## src/rtl/phase_baud_generator.sv

```systemverilog
// Fractional-rate bit-clock generator: an accumulator adds BaudRate*PHASES each cycle and
// emits a phase tick whenever it reaches ClockFreq, with SCL stretch hold and SYNC restart.
module phase_baud_generator #(
   parameter int CLK_FREQ_WIDTH = 30,
   parameter int RATE_WIDTH     = 20,
   parameter int PHASES         = 4
) (
   input  logic                         CLK,
   input  logic                         RESET,
   input  logic                         EN,
   input  logic                         SYNC,
   input  logic [CLK_FREQ_WIDTH-1:0]    ClockFreq,
   input  logic [RATE_WIDTH-1:0]        BaudRate,
   input  logic                         STRETCH,
   output logic                         CLK_OUT,
   output logic                         TICK,
   output logic [$clog2(PHASES)-1:0]    PHASE,
   output logic                         STRETCHING
);

   localparam int PW = $clog2(PHASES);
   localparam int IW = RATE_WIDTH + PW;
   localparam int SW = ((CLK_FREQ_WIDTH > IW) ? CLK_FREQ_WIDTH : IW) + 1;
   localparam logic [PW-1:0] LAST_PHASE = PW'(PHASES - 1);
   localparam logic [PW-1:0] HOLD_PHASE = PW'(PHASES / 2);

   logic [CLK_FREQ_WIDTH-1:0] acc;
   logic [CLK_FREQ_WIDTH-1:0] acc_nxt;
   logic [PW-1:0]             phase_nxt;
   logic [PW-1:0]             phase_adv;
   logic                      clk_out_nxt;
   logic                      tick_nxt;
   logic                      stretching_nxt;
   logic [IW-1:0]             inc;
   logic [SW-1:0]             freq_ext;
   logic [SW-1:0]             sum;
   logic [SW-1:0]             diff;

   // Sum and difference carry one spare bit so neither can wrap at full width.
   assign inc       = IW'(BaudRate) * IW'(PHASES);
   assign freq_ext  = SW'(ClockFreq);
   assign sum       = SW'(acc) + SW'(inc);
   assign diff      = sum - freq_ext;
   assign phase_adv = (PHASE == LAST_PHASE) ? '0 : PHASE + PW'(1);

   always_comb begin
      // NOTE: every next-state signal gets a hold default first so no branch infers a latch.
      acc_nxt        = acc;
      phase_nxt      = PHASE;
      clk_out_nxt    = CLK_OUT;
      tick_nxt       = 1'b0;
      stretching_nxt = STRETCHING;

      if (SYNC) begin
         acc_nxt        = '0;
         phase_nxt      = '0;
         clk_out_nxt    = 1'b0;
         stretching_nxt = 1'b0;
      end else if (EN && (BaudRate != '0)) begin
         if ((PHASE == HOLD_PHASE) && STRETCH) begin
            stretching_nxt = 1'b1;
         end else begin
            stretching_nxt = 1'b0;
            if (sum >= freq_ext) begin
               tick_nxt    = 1'b1;
               phase_nxt   = phase_adv;
               clk_out_nxt = (phase_adv >= HOLD_PHASE);
               // A remainder still >= ClockFreq means saturation or a lowered ClockFreq: restart at 0.
               acc_nxt     = (diff < freq_ext) ? diff[CLK_FREQ_WIDTH-1:0] : '0;
            end else begin
               acc_nxt = sum[CLK_FREQ_WIDTH-1:0];
            end
         end
      end
   end

   always_ff @(posedge CLK) begin
      if (RESET) begin
         acc        <= '0;
         PHASE      <= '0;
         CLK_OUT    <= 1'b0;
         TICK       <= 1'b0;
         STRETCHING <= 1'b0;
      end else begin
         acc        <= acc_nxt;
         PHASE      <= phase_nxt;
         CLK_OUT    <= clk_out_nxt;
         TICK       <= tick_nxt;
         STRETCHING <= stretching_nxt;
      end
   end

endmodule

```

## config.mk

```make
export PLATFORM = sky130hd
export DESIGN_NAME = phase_baud_generator
export DESIGN_NICKNAME = d
export VERILOG_FILES = /design/src/rtl/phase_baud_generator.sv
export SDC_FILE = /design/constraint.sdc
export NUM_CORES = 1
export LEC_CHECK = 0
export CORE_MARGIN = 2
export CORE_UTILIZATION = 55
export DETAILED_ROUTE_END_ITERATION = 6
export PLACE_DENSITY = 0.85
export SYNTH_ARGS = -nofsm -noshare
export SYNTH_HDL_FRONTEND = slang
export SYNTH_SLANG_ARGS = --single-unit
```

## constraint.sdc

```tcl
create_clock -name CLK -period 8.4 [get_ports CLK]
set_input_delay 0.84 -clock CLK [delete_from_list [all_inputs] [get_ports CLK]]
set_output_delay 0.84 -clock CLK [all_outputs]
set_load 0.02 [all_outputs]
```

### Word level (Yosys, flattened, before mapping)

Index checks and enable logic that the tools add are counted.
W data, S select, Z words.

| word-level totals | value |
|---|---|
| flip-flop bits (word level) | 35 |
| output and inout port bits | 5 |
| word-level logic and storage cells | 27 |

| operators by class | value |
|---|---|
| $add $sub $neg | 3 |
| $lt $le $gt $ge | 3 |
| eq/ne operators | 2 |
| multiplexer cells | 5 |
| bitwise operators | 2 |
| reductions and logical operators | 7 |

Operator list:

| cell | number |
|---|---|
| $mux W30 | 2 |
| $add A30 B22 Y31 | 1 |
| $ge A31 B30 Y1 | 1 |
| $lt A31 B30 Y1 | 1 |
| $sub A31 B30 Y31 | 1 |
| $reduce_bool A20 Y1 | 1 |
| $eq A2 B2 Y1 const B | 2 |
| $reduce_or A4 Y1 | 1 |
| $reduce_and A3 Y1 | 1 |
| $add A2 B1 Y2 const B | 1 |
| $ge A2 B2 Y1 const B | 1 |
| $logic_and A1 B1 Y1 | 2 |
| $mux W1 | 2 |
| $mux W2 | 1 |
| $not A1 Y1 | 2 |
| $reduce_and A2 Y1 | 1 |
| $reduce_or A2 Y1 | 1 |

### Logic depth before layout (Yosys ltp)

| logic depth | value |
|---|---|
| word-level depth | 5 |
| mapped depth | 31 |
| mapped depth without buffers | 28 |

### Worst setup path before layout

Ideal clock, no wire load.

| path | value |
|---|---|
| path type | input-to-reg |
| start | in BaudRate[1] |
| end | reg acc[29] |
| library setup time | 0.074 ns |
| arrival | 6.307 ns |
| path slack | 2.019 ns |
| stages | 30 |
| buffers on the path | 2 |
| path through | ha_1 > a211oi_1 > o21ai_0 > o31a_1 > or2_2 > a31o_2 > a21oi_2 > nand2b_1 > xnor2_1 > ha_1 > buf_2 > inv_1 > o21bai_1 > a21o_1 > a21o_1 > a21boi_0 > o21ai_0 > or3_1 > and2_1 > ha_1 > nand2_1 > nor3_1 > a221oi_1 > o31ai_1 > a21o_1 > a211o_1 > o22ai_2 > buf_4 > nand4_1 > a31oi_1 |

| on the way | value |
|---|---|
| word-level cells in the longest chain between the ends | 5 |
| elaborated cells on any way between the ends | 9 |
| classes of those cells | add/sub (2); order compare (2); mux (2); reduce/logical (3) |

RTL lines:

| item | RTL line | RTL |
|---|---|---|
| start: declaration | 13 | `input logic [RATE_WIDTH-1:0] BaudRate,` |
| $add A30 B22 Y31 | 42 | `assign sum = SW'(acc) + SW'(inc);` |
| $sub A31 B30 Y31 | 43 | `assign diff = sum - freq_ext;` |
| $lt A31 B30 Y1 | 69 | `acc_nxt = (diff < freq_ext) ? diff[CLK_FREQ_WIDTH-1:0] : '0;` |
| $mux W30 | 69 |  |
| $mux W30 | 64 | `if (sum >= freq_ext) begin` |
| end signal: assignment | 85 | `acc <= acc_nxt;` |
| end: declaration | 27 | `logic [CLK_FREQ_WIDTH-1:0] acc;` |

Parallel ways exist; a longest one is shown, timed or not.
A chain may end at the register's enable or synchronous reset.

### Worst setup path after layout

| path | value |
|---|---|
| start | in BaudRate[1] |
| end | reg acc[26] |

The elaborated chain is that of the path after synthesis.

==> out/qor.txt <==
Maximum vdd drop -> 0.0908 mV
Most common cell after layout, fill and taps aside -> ha_1
H-tree depth -> 2
Post-place setup slack -> 548 ps
Total Wirelength -> 15.7 mm
Critical Path RT -> 8620 ps
GR peak layer -> met2
Leakage Power -> 2.61 nW
Antenna violations before repair -> 0
Min-delay worst type -> reg -> reg
Placed cells -> 834
Share of cells above drive strength 1 -> 4.92%
Routed via count -> 5562
Status -> completed
Final Cycle Share -> 92.5%
I/O Pins -> 60
# rows -> 35
Final HPWL DP -> 12.3 mm
Max-Cap Viols -> 0
Fraction of synthesized area in multiplexers -> 0.195%
Commonest register cell after synthesis -> dfxtp_1
CP Class -> in -> reg
Complex-gate fraction of the synthesized area -> 33.2%
Wire length per cell -> 18.7 um
Register area share after synthesis -> 13.3%
Adder-cell share of the synthesized area -> 20.8%
Worst Hold Depth -> 2
Mapped cell area -> 5120 um2
Die ar. -> 10100 um2
TritonCTS clock tree -> yes
CTS Buf Count -> 5
Setup TNS -> 0 ps
Chip Height -> 101 um
Die width -> 101 um
Clock skew -> 7.13 ps
Syn avg cell area -> 7.47 um2
Total track usage -> 32.1%
Pre-Repair DR Iteration Count -> 5
Setup violators final -> 0
First-pass GRT wire length -> 26.6 mm
Post-CTS sizing -> 0
Startpoint types -> input port
Final Hold Violating Endpoints -> 0
Met2 Use GR -> 53.4%
Worst Path Buf+Inv -> 3
Most frequent cells in the layout -> ha_1, nor2_1, clkdlybuf4s50_1
Cells after synthesis -> 686
1st-iter DRT viols -> 405
Met3 Use GR -> 4.58%
CP Capture Type -> register
Syn_nets -> 825
Min setup slack post-route -> 629 ps
Total core area -> 9150 um2
Clock sinks -> 34
Worst-path fanout max -> 21
Syn. warnings -> 0
Max-slew violations -> 0
Fin cells -> 842
Minimum clock period -> 7770 ps
Clk buf depth -> 2
GP Congestion -> 0.988
Slowest cell on the critical path -> clkdlybuf4s50_1
Largest family of logic cells by synthesized area -> compound AO/OA/AOI/OAI gates
Power Dens Cells -> 145 nW/um2
Root Driver -> clkbuf_8
Vias in the first global route -> 5601
Largest net degree at the start of global routing -> 35
Post-CTS Hold Fix Bufs -> 0
Crit path DAT -> 7990 ps
Worst-margin pin slew -> 1120 ps
XOR/XNOR share of the synthesized area -> 7.86%
N_diodes -> 0
FF+latch count, synth -> 34
IO Port Bufs -> 59
Slew HR -> 25.2%
Worst stage delay on the critical path -> 450 ps
Global routing usage on met1 -> 40.7%
Post-CTS Setup Bufs -> 0
Clk_lat worst skew -> 300 ps
Gr ovfl total -> 0
Simple-gate share of the synthesized area -> 18.7%
Hold Worst Slack -> 511 ps
Antenna violation net count after detailed routing -> 0
Area grow syn2layout -> 15.4%
CP delay by family, top -> compound AO/OA/AOI/OAI gates
Avg Vias per Cell -> 6.61
Fraction of registers with async set/reset -> 0%
Total power draw -> 855 uW
Worst path depth -> 30
FMAX -> 0.129 GHz
DRC viols -> 0
Synth unique cells -> 64
CTS clk-pin slew, worst paths -> 90 ps
EDFF count, synth -> 0
Initial Util -> 56.0%
RSZ-0062 raised after global routing -> false
Reg2reg path depth -> 29
NumNets Final -> 869
-- registers in the layout, indices dropped and copies added, names as in the netlist --
register and cells:
acc 30, CLK_OUT 1, PHASE 1, STRETCHING 1
TICK 1
-- Yosys cell counts, drive strengths merged (3+ instances only) --
library cell / instances / area share [%]
nand2b: 8 / 0.98
o211ai: 4 / 0.59
xor2: 17 / 2.9
nand3: 23 / 2.2
or3: 5 / 0.61
and4: 3 / 0.51
inv: 47 / 3.4
buf: 10 / 1.2
nand2: 30 / 2.2
a32oi: 3 / 0.51
o31ai: 6 / 0.88
clkbuf: 17 / 1.2
o21bai: 6 / 0.88
nand4: 8 / 0.98
or2: 8 / 0.98
and3: 11 / 1.4
ha: 82 / 20
a31o: 5 / 0.85
a211oi: 14 / 2.1
dfxtp: 34 / 13
a221oi: 23 / 4.2
a31oi: 15 / 1.8
and2: 6 / 0.73
a21oi: 57 / 5.7
o21a: 9 / 1.3
a21o: 20 / 2.9
a211o: 4 / 0.68
nor3: 15 / 1.5
xnor2: 29 / 5.0
nor4: 5 / 0.61
o21ai: 58 / 5.7
nor2: 64 / 4.7
nor2b: 5 / 0.61
a311oi: 4 / 0.81
a2111oi: 4 / 0.68
-- stage by stage --
step	util, %	instance area (um2)
after floorplan	-	5120
after global placement	63.1	5780
after detailed placement	63.1	5780
after CTS	64.6	5910
after global routing	64.6	5910
final	64.6	5910
-- layout make-up --
cell class / instances / area (um2)
multi-input cells: 578 / 4150
fillers: 800 / 3240
flip-flops and latches: 34 / 681
repair buffers: 64 / 628
inverters: 47 / 176
well taps: 111 / 139
clock buffers: 5 / 68.8
clock inverters: 3 / 68.8
-- power breakdown --
| group | internal, mW | switching [mW] | total, mW |
|---|---|---|---|
| Clock | 0.119 | 0.0775 | 0.197 |
| Combinational | 0.201 | 0.286 | 0.488 |
| Sequential | 0.167 | 0.00325 | 0.170 |
| Total | 0.487 | 0.367 | 0.855 |
-- worst paths after layout --
path / start / to / slack, ps
worst min register to register: STRETCHING / STRETCHING / 510
worst max register to register: acc[3] / acc[26] / 1340
worst min-delay path: STRETCHING / STRETCHING / 510
worst max-delay path: BaudRate[1] / acc[26] / 630
-- cell families after synthesis --
group,Yosys count
XOR/XNOR,46
adder cells (fa/ha/maj),84
buffers and inverters,74
multiplexers,1
AND/OR/NAND/NOR,196
flip-flops,34
AO/OA/AOI/OAI,251
-- metal layers --
layer | vias up | wire, um | share of wire [%]
li1 | 2660 | - | -
met1 | 2558 | 6680 | 42
met2 | 281 | 7320 | 47
met3 | 63 | 1020 | 6.5
met4 | 0 | 697 | 4.4
met5 | - | 0 | 0
-- worst reg2reg max path, delay by kind of cell, from the launching register on --
family | cells | cell delay, ps
AOI/OAI and AO/OA | 17 | 3770
xor gates and xnor gates | 1 | 160
adders and majority gates | 3 | 940
buffers and inverters | 2 | 450
DFF | 1 | 320
and+or+nand+nor | 6 | 1320
Note: power is estimated with default switching activity, not from simulation.
